**config.mk**
```make
export PLATFORM = sky130hd
export DESIGN_NAME = mode_decoder
export DESIGN_NICKNAME = d
export VERILOG_FILES = /design/src/rtl/mode_pkg.sv /design/src/rtl/mode_sync.sv /design/src/rtl/mode_decoder.sv
export SDC_FILE = /design/constraint.sdc
export NUM_CORES = 1
export LEC_CHECK = 0
export BUFFER_PORTS_ARGS = -buffer_cell sky130_fd_sc_hd__buf_2
export CAP_MARGIN = 20
export CORE_MARGIN = 3
export CORE_UTILIZATION = 30
export CTS_CLUSTER_SIZE = 12
export DETAILED_ROUTE_END_ITERATION = 12
export GPL_ROUTABILITY_DRIVEN = 0
export SYNTH_ARGS = -nofsm -noshare
export SYNTH_HDL_FRONTEND = slang
export SYNTH_SLANG_ARGS = --single-unit
```
**constraint.sdc**
```tcl
create_clock -name clk -period 1.9 [get_ports clk]
set_input_delay 0.38 -clock clk [delete_from_list [all_inputs] [get_ports clk]]
set_output_delay 0.38 -clock clk [all_outputs]
set_load 0.02 [all_outputs]
```
**src/rtl/mode_pkg.sv**
```systemverilog
// Purpose : Shared definitions for the mode decoder slice. It holds the field
//           positions inside the 4-bit mode code, the code width, the
//           "all lines off" word and a one-hot helper.
// Ports   : none (package).
package mode_pkg;

  localparam int MODE_W       = 4;
  localparam int MODE_EN_BIT  = 3;
  localparam int MODE_INV_BIT = 2;
  localparam int MODE_SEL_MSB = 1;
  localparam int MODE_SEL_LSB = 0;

  localparam logic [MODE_W-1:0] MODE_OFF = 4'b0000;

  // Converts the 2-bit line select into a one-hot line word.
  function automatic logic [MODE_W-1:0] mode_onehot(input logic [1:0] sel);
    logic [MODE_W-1:0] oh;
    oh = 4'b0001 << sel;
    return oh;
  endfunction

endpackage

```
**src/rtl/mode_sync.sv**
```systemverilog
// Purpose : Chain of flip-flops that brings an asynchronous multi-bit input
//           into the clk domain. All bits move in parallel. STAGES=0 turns
//           the chain into a plain wire, for inputs that are already
//           synchronous.
// Ports   : clk   - clock, all flops rising-edge
//           rst_n - asynchronous active-low reset, clears the chain to 0
//           i_d   - raw input word
//           o_q   - synchronised word (last stage of the chain)
module mode_sync #(
  parameter int DATA_W = 4,
  parameter int STAGES = 2
) (
  input  logic              clk,
  input  logic              rst_n,
  input  logic [DATA_W-1:0] i_d,
  output logic [DATA_W-1:0] o_q
);

  generate
    if (STAGES == 0) begin : g_bypass
      // No flops here, so the clock and reset have nothing to drive.
      logic w_unused;
      assign w_unused = clk ^ rst_n;
      assign o_q      = i_d;
    end else begin : g_chain
      logic [DATA_W-1:0] r_chain [STAGES];

      always_ff @(posedge clk or negedge rst_n) begin
        if (!rst_n) begin
          for (int i = 0; i < STAGES; i++) r_chain[i] <= '0;
        end else begin
          r_chain[0] <= i_d;
          for (int i = 1; i < STAGES; i++) r_chain[i] <= r_chain[i-1];
        end
      end

      assign o_q = r_chain[STAGES-1];
    end
  endgenerate

endmodule

```
**src/rtl/mode_decoder.sv**
```systemverilog
// Purpose : Turns a 4-bit mode code into a registered 4-bit line-select word.
//           Code bit 3 enables the output, bit 2 inverts it, and bits 1:0
//           pick one of four lines. The input is synchronised first, and a
//           one-cycle pulse flags every change of the output word.
// Ports   : clk        - clock, all state rising-edge
//           rst_n      - asynchronous active-low reset
//           mode_d     - raw mode code [3]=enable [2]=invert [1:0]=select
//           mode_a     - decoded line-select word (registered)
//           mode_valid - registered copy of the synchronised enable bit
//           mode_chg   - one-cycle pulse, high when mode_a takes a new value
module mode_decoder
  import mode_pkg::*;
#(
  parameter int                SYNC_STAGES = 2,
  parameter logic [MODE_W-1:0] RESET_CODE  = 4'b0000
) (
  input  logic              clk,
  input  logic              rst_n,
  input  logic [MODE_W-1:0] mode_d,
  output logic [MODE_W-1:0] mode_a,
  output logic              mode_valid,
  output logic              mode_chg
);

  function automatic logic [MODE_W-1:0] decode(input logic [MODE_W-1:0] code);
    logic [MODE_W-1:0] oh;
    logic [MODE_W-1:0] word;
    oh = mode_onehot(code[MODE_SEL_MSB:MODE_SEL_LSB]);
    if (!code[MODE_EN_BIT])       word = MODE_OFF;
    else if (code[MODE_INV_BIT])  word = ~oh;
    else                          word = oh;
    return word;
  endfunction

  logic [MODE_W-1:0] w_code_s;
  logic [MODE_W-1:0] w_next_a;

  logic [MODE_W-1:0] r_mode_a;
  logic              r_mode_valid;
  logic              r_mode_chg;
  logic              r_primed;

  mode_sync #(
    .DATA_W (MODE_W),
    .STAGES (SYNC_STAGES)
  ) u_sync (
    .clk   (clk),
    .rst_n (rst_n),
    .i_d   (mode_d),
    .o_q   (w_code_s)
  );

  assign w_next_a = decode(w_code_s);

  // r_primed stays low for the first edge after reset, so the jump from
  // RESET_CODE to the first decoded word cannot raise a change pulse.
  always_ff @(posedge clk or negedge rst_n) begin
    if (!rst_n) begin
      r_mode_a     <= RESET_CODE;
      r_mode_valid <= 1'b0;
      r_mode_chg   <= 1'b0;
      r_primed     <= 1'b0;
    end else begin
      r_mode_a     <= w_next_a;
      r_mode_valid <= w_code_s[MODE_EN_BIT];
      r_mode_chg   <= r_primed && (w_next_a != r_mode_a);
      r_primed     <= 1'b1;
    end
  end

  assign mode_a     = r_mode_a;
  assign mode_valid = r_mode_valid;
  assign mode_chg   = r_mode_chg;

endmodule

```
; ---- Yosys cells after proc, flatten, opt, wreduce, memory -nomap -nowiden
; Index checks and enable logic that the tools add are counted.
[totals]
reg_bits = 15
latchBits = 0
ramBits = 0
romBits = 0
input_bits = 6
word_cells = 12
mem_count = 0
[op_classes]
add_sub_neg = 0
multipliers = 0
div_mod_pow = 0
order_cmp = 0
eq_ne = 1
shifts = 1
mux = 2
bitwise = 1
reduce_logical = 1
[op_table]
columns = operator, n
row1 = 4-bit 2-to-1 mux, 2
row2 = 4-bit inequality test, 1
row3 = 4-bit NOT, 1
row4 = "1-bit by 2-bit left shift with 4-bit output, first input constant", 1
row5 = 1-bit logical AND, 1

; ---- Depth between registers and ports, before layout
; Gate-level depths: netlist of run 1.
[depth]
ltp_word = 6
mapped_depth = 5
depth_no_buf = 4

; ---- Modules after synthesis
; A second synthesis of run 1 with hierarchy kept.
[unflattened]
hier_cells = 45
hier_area_um2 = 608.1
[modules_own_cells]
columns = module, n_inst, cells_each, area_each_um2, seq_area_each_um2
row1 = mode_decoder, 1, 33, 377.9, 175.2
row2 = mode_sync, 1, 12, 230.2, 200.2

; ---- Worst setup path after synthesis of run 1
; No wires, ideal clock.
[synth_timing]
kind = register to register
start = register u_sync.g_chain.r_chain (netlist bit u_sync.o_q[2])
end = register r_mode_chg, in the netlist mode_chg
setup_time_ns = 0.124
arrival_ns = 1.197
slack_ns = 0.579
stages_incl_launch_ff = 6
n_path_buf = 1
cell_sequence = dfrtp_1 -> buf_6 -> xnor2_1 -> mux2i_1 -> a31oi_1 -> o31a_1
[synth_via]
elab_chain_len = 4
[synth_lines]
columns = element, line_no
row1 = "start, declared", mode_sync.sv:26  ; logic [DATA_W-1:0] r_chain [STAGES];
row2 = 4-bit 2-to-1 mux, mode_decoder.sv:30  ; else if (code[MODE_INV_BIT]) word = ~oh;
row3 = 4-bit 2-to-1 mux, mode_decoder.sv:29  ; if (!code[MODE_EN_BIT]) word = MODE_OFF;
row4 = 4-bit inequality test, mode_decoder.sv:66  ; r_mode_chg <= r_primed && (w_next_a != r_mode_a);
row5 = 1-bit logical AND, mode_decoder.sv:66
row6 = "end signal, assigned", mode_decoder.sv:66
row7 = "end, declared", mode_decoder.sv:40  ; logic r_mode_chg;
; Every way passes these cells.

; ---- Worst setup path in the final report of run 1
; Same ends and word-level chain as after synthesis.

==> impl_metrics.tcl, run 1 <==
set metrics [dict create \
    placed_area_um2 653 \
    synth_largest_area_cell "dfrtp_1" \
    clock_sinks 15 \
    die_w_um 49.9 \
    viasPerCell 4.25 \
    routed_wl_um 758 \
    drt_first_pass_iters 4 \
    multi_input_area_um2 191 \
    finClkSkew_ns 0.00410 \
    max_stage_delay_ns 0.47 \
    diodes 0 \
    cts_root_buffer "clkbuf_4" \
    clockBufferDepth 2 \
    core_mm2 0.00176 \
    rrSetupSlack_ns 0.51 \
    utilization 0.391 \
    slowest_stage "dfrtp_1" \
    total_leakage_power_nw 0.336 \
    num_rows 15 \
    ios 12 \
    crit_buf_inv 0 \
    worstHoldEndpoint "u_sync.g_chain.r_chain[7]" \
    dp_slack_ns 0.513 \
    hpwl_um 559 \
    finalWorstSetupSlack_ns 0.505 \
    drc 0 \
    cts_tree "built" \
    portBuffers 11 \
    postSynthCellCount 41 \
    drv_cap 0 \
    wire_per_inst_um 9.36 \
    antenna_found_initial 0 \
    yosysSeqAreaShare 0.649 \
    critPathRequiredTime_ns 2.07 \
    synth_area_per_cell_um2 14.1 \
    die_h_um 49.9 \
    hold_viol_final 0 \
    timing.hold.ws_ns 0.199 \
    arrival_ns 1.56 \
    initial_utilization 0.328 \
    ys_ff_latch 15 \
    slew_violations 0 \
    ff_latch_area_um2 375 \
    finalSetupViolCount 0 \
    grt_pass1_wl_um 1370 \
    grt-ovfl-total 0 \
    grt_pass1_vias 325 \
    gr-usage-all-layers 0.0739 \
    drt_iter0_drc 7 \
    crit_chain "xnor2_1 > mux2i_1 > a31oi_1 > o31a_1" \
    min_path_cells 1 \
    synth_area_leaders "dfrtp_1 65%, mux2i_1 5.2%, xnor2_1 4.5%" \
    min-delay-start "mode_d[3]" \
    period_share 0.734 \
    drive_gt1_frac 0.304 \
    numCtsBuffers 3 \
    fillers 189 \
    timing.rr.start "u_sync.o_q[2]" \
    final_nets 63 \
    p_per_area_mw_per_mm2 870 \
    synthesis.area_um2 578 \
    vias 344 \
    min_period_ns 1.39 \
    reg2reg_depth 4 \
    htreeDepth 1 \
    area_delta_synth_final_pct 19.5 \
    ant_nets 0 \
    grt_max_degree 16 \
    outcome "finished clean" \
    cpLargestDelayFamily "flip-flops" \
    ys_warn_count 0 \
    max_freq_mhz 717 \
    dieArea_mm2 0.00249 \
    crit_path_max_fanout 7 \
    synth.net_count 47 \
    rsz0062_at_grt "no" \
    vdd_drop_max_mv 0.343 \
    synth_top_area_frac 0.649 \
    fin_tns_setup_ns 0 \
    design_area_um2 691 \
    min_path_type "in2reg" \
    ctsResizeCount 0 \
    clk_pin_slew_ns 0.09 \
    ys_types 18 \
    end_kind "flop" \
    clk_latency_ns 0.28 \
    crit_type "reg2reg" \
    cp-start-kind "flop" \
    worst_r2r_endpoint "mode_chg" \
]
==> synth_stat cells <==
master	number
dfrtp_1	15
mux2i_1	3
xnor2_1	3
and2_1	2
nand2_1	2
nand2b_1	2
nor2_1	2
xor2_1	2
a22o_1	1
a31oi_1	1
and4b_1	1
buf_6	1
conb_1	1
nand2b_4	1
nor2b_4	1
o21ai_0	1
o31a_1	1
or2b_1	1
==> sequential cells by signal, summed over array words and instances, names as in the netlist <==
signal	count
mode_valid	1
mode_chg	1
mode_a	4
u_sync.g_chain.r_chain	4
r_primed	1
u_sync.o_q	4
==> cell usage in the layout (no fill, tap or decap), drive strengths merged <==
master,Yosys,layout
nor2,2,2
o31a,1,1
a31oi,1,1
o21ai,1,1
buf,1,11
nand2,2,2
clkinv,0,1
nand2b,3,3
clkbuf,0,3
or2b,1,1
a22o,1,1
mux2i,3,3
xnor2,3,3
dfrtp,15,15
and2,2,2
nor2b,1,1
dlygate4sd3,0,1
and4b,1,1
conb,1,1
xor2,2,2
==> cell type report <==
type | instances | share of cell area
clock buffers | 3 | 0.0326
well taps | 25 | 0.0453
multi-input cells | 25 | 0.277
clock inverters | 1 | 0.00725
flip-flops and latches | 15 | 0.543
repair buffers | 12 | 0.0942
==> cell families (layout without fill, tap and decap cells) <==
logic type / count (synthesis) / after routing / synth area share
mux: 3 / 3 / 0.0520
compound gates: 4 / 4 / 0.0498
xor+xnor: 5 / 5 / 0.0758
flops: 15 / 15 / 0.649
buf+inv: 1 / 16 / 0.0195
other cells: 1 / 1 / 0.00649
simple gates: 12 / 12 / 0.147
==> worst max-delay path by stage <==
stage | startpoint | endpoint | slack [ns] | depth (start not counted)
detailed placement | u_sync.o_q[2] | mode_chg | 0.51 | 4
finish | u_sync.o_q[2] | mode_chg | 0.51 | 4
CTS | u_sync.o_q[2] | mode_chg | 0.49 | 4
global placement | u_sync.o_q[1] | mode_chg | 0.55 | 4
floorplan | u_sync.o_q[2] | mode_chg | 0.58 | 5
global route | u_sync.o_q[2] | mode_chg | 0.40 | 4
==> through the flow <==
step | power (mW) | cells
finish | 0.601 | 81
global route | 0.637 | 81
CTS | 0.614 | 81
detailed placement | 0.431 | 76
global placement | 0.430 | 76
floorplan | 0.406 | 41
==> report_power, final <==
group	switching, mW	leakage, nW	internal [mW]
clock	0.0990	0.0177	0.0781
combinational	0.0356	0.138	0.0341
sequential	0.0161	0.180	0.338
==> routing by layer <==
layer	track usage	vias to the layer above	wire, µm
met4	0.0553	0	12
li1	-	164	-
met2	0.112	11	343
met5	0	-	0
met1	0.0837	167	349
met3	0.0272	2	53
==> timing repair <==
action / in CTS / in global routing
hold buffers: 1 / 0
endpoints found under the hold margin: 15 / 0
setup buffers: 0 / 0
(Power assumes the default switching activity.)
==> run 2: changes to the inputs <==
==> constraint.sdc (replaced) <==
create_clock -name clk -period 1.2 [get_ports clk]
set_input_delay 0.24 -clock clk [delete_from_list [all_inputs] [get_ports clk]]
set_output_delay 0.24 -clock clk [all_outputs]
set_load 0.02 [all_outputs]
==> impl_metrics.tcl, run 2 (synthesized netlist as in run 1, its figures left out) <==
set metrics [dict create \
    core_mm2 0.00176 \
    grt_pass1_wl_um 1370 \
    finalNonFillerCells 87 \
    cts_root_buffer "clkbuf_4" \
    drv_cap 0 \
    numCtsBuffers 3 \
    vias 346 \
    routed_wl_um 811 \
    wire_per_inst_um 9.32 \
    clockBufferDepth 2 \
    hpwl_um 588 \
    slowest_stage "dfrtp_2" \
    cts_tree "built" \
    slew_violations 0 \
    final_cell_mix "12 x dfrtp_1, 11 x buf_2, 5 x buf_4" \
    p_per_area_mw_per_mm2 1280 \
    htreeDepth 1 \
    end_kind "flop" \
    die_w_um 49.9 \
    critPathRequiredTime_ns 1.37 \
    arrival_ns 1.51 \
    die_h_um 49.9 \
    crit_path_max_fanout 7 \
    antenna_found_initial 0 \
    final_common_cell "dfrtp_1" \
    fillers 176 \
    ff_latch_area_um2 379 \
    gr-usage-all-layers 0.0746 \
    timing.rr.start "u_sync.o_q[1]" \
    hold_viol_final 0 \
    drc 0 \
    drive_gt1_frac 0.468 \
    finalSetupViolCount 1 \
    grt_pass1_vias 335 \
    design_area_um2 757 \
    rsz0062_at_grt "yes" \
    timing.hold.ws_ns 0.0613 \
    ios 12 \
    multi_input_area_um2 205 \
    grt_max_degree 16 \
    vdd_drop_max_mv 0.697 \
    critPathLaunch "u_sync.o_q[1]" \
    initial_utilization 0.328 \
    grt-ovfl-total 0 \
    rrSetupSlack_ns -0.14 \
    final_nets 69 \
    violations "negative setup slack" \
    portBuffers 11 \
    dp.cells 79 \
    drt_iter0_drc 0 \
    min_path_type "in2reg" \
    period_share 1.12 \
    drt_first_pass_iters 1 \
    crit_type "reg2reg" \
    finClkSkew_ns 0.00454 \
    total_leakage_power_nw 0.370 \
    diodes 0 \
    dp_slack_ns -0.174 \
    cp-start-kind "flop" \
    max_freq_mhz 744 \
    clock_sinks 15 \
    dieArea_mm2 0.00249 \
    min-delay-start "mode_d[0]" \
    clk_pin_slew_ns 0.09 \
    area_delta_synth_final_pct 31.0 \
    max_stage_delay_ns 0.47 \
    min_period_ns 1.34 \
    p_total_mw 0.972 \
    ant_nets 0 \
    fin_tns_setup_ns -0.145 \
    num_rows 15 \
    placed_area_um2 683 \
    viasPerCell 3.98 \
    outcome "complete, but fails checks" \
    crit_chain "nor2b_4 > mux2i_2 > xor2_1 > o31a_1" \
    utilization 0.429 \
    finalWorstSetupSlack_ns -0.145 \
    clk_latency_ns 0.28 \
]
## run 2: changes by cell type in the layout (fill, tap and decap cells not counted)
cell | previous run | this run
nor2_2 | 0 | 1
dfrtp_2 | 0 | 3
xnor2_1 | 3 | 2
mux2i_2 | 0 | 1
buf_4 | 0 | 5
mux2i_1 | 3 | 2
xnor2_2 | 0 | 1
nor2_1 | 2 | 1
dfrtp_1 | 15 | 12
buf_6 | 0 | 1
## run 2: critical path: cells and delay by family, from the launching register on
| kind | cells | cell delay, ns |
|---|---|---|
| AOI/OAI and AO/OA | 1 | 0.29 |
| xor gates and xnor gates | 1 | 0.10 |
| DFF | 1 | 0.47 |
| muxes | 1 | 0.24 |
| and+or+nand+nor | 1 | 0.13 |
## run 2: cell type report
class,count,share of cell area
Timing Repair Buffer,18,0.150
Clock buffer,3,0.0298
Sequential cell,15,0.501
Clock inverter,1,0.00661
Tap cell,25,0.0413
Multi-Input combinational cell,25,0.271
## run 2: path summary, 6_finish.rpt
path,end,cells past startpoint
hold reg to reg,u_sync.o_q[2],0
setup reg to reg,mode_chg,4
max in group asynchronous,u_sync.o_q[0],2
hold / removal,u_sync.g_chain.r_chain[4],1
min in group asynchronous,mode_chg,2
setup / recovery,mode_chg,4
## run 2: power by group
part | switching, mW | leakage [nW] | total [mW] | internal [mW]
registers | 0.0261 | 0.177 | 0.562 | 0.536
clock network | 0.151 | 0.0177 | 0.274 | 0.123
logic | 0.0619 | 0.175 | 0.135 | 0.0728
## run 2: metal layers
metal | track usage | vias to the layer above | share of wire
met4 | 0.0553 | 0 | 0.0062
met3 | 0.0272 | 2 | 0.053
met5 | 0 | - | 0
met2 | 0.115 | 7 | 0.50
li1 | - | 175 | -
met1 | 0.0838 | 162 | 0.44
## run 2: repair_timing
item,in CTS,in global routing
gates resized for setup,2,4
endpoints found under the setup margin,1,2
endpoints found under the hold margin,15,0
hold buffers,1,0
setup buffers,1,2
cloned,0,0
pin swaps,2,3
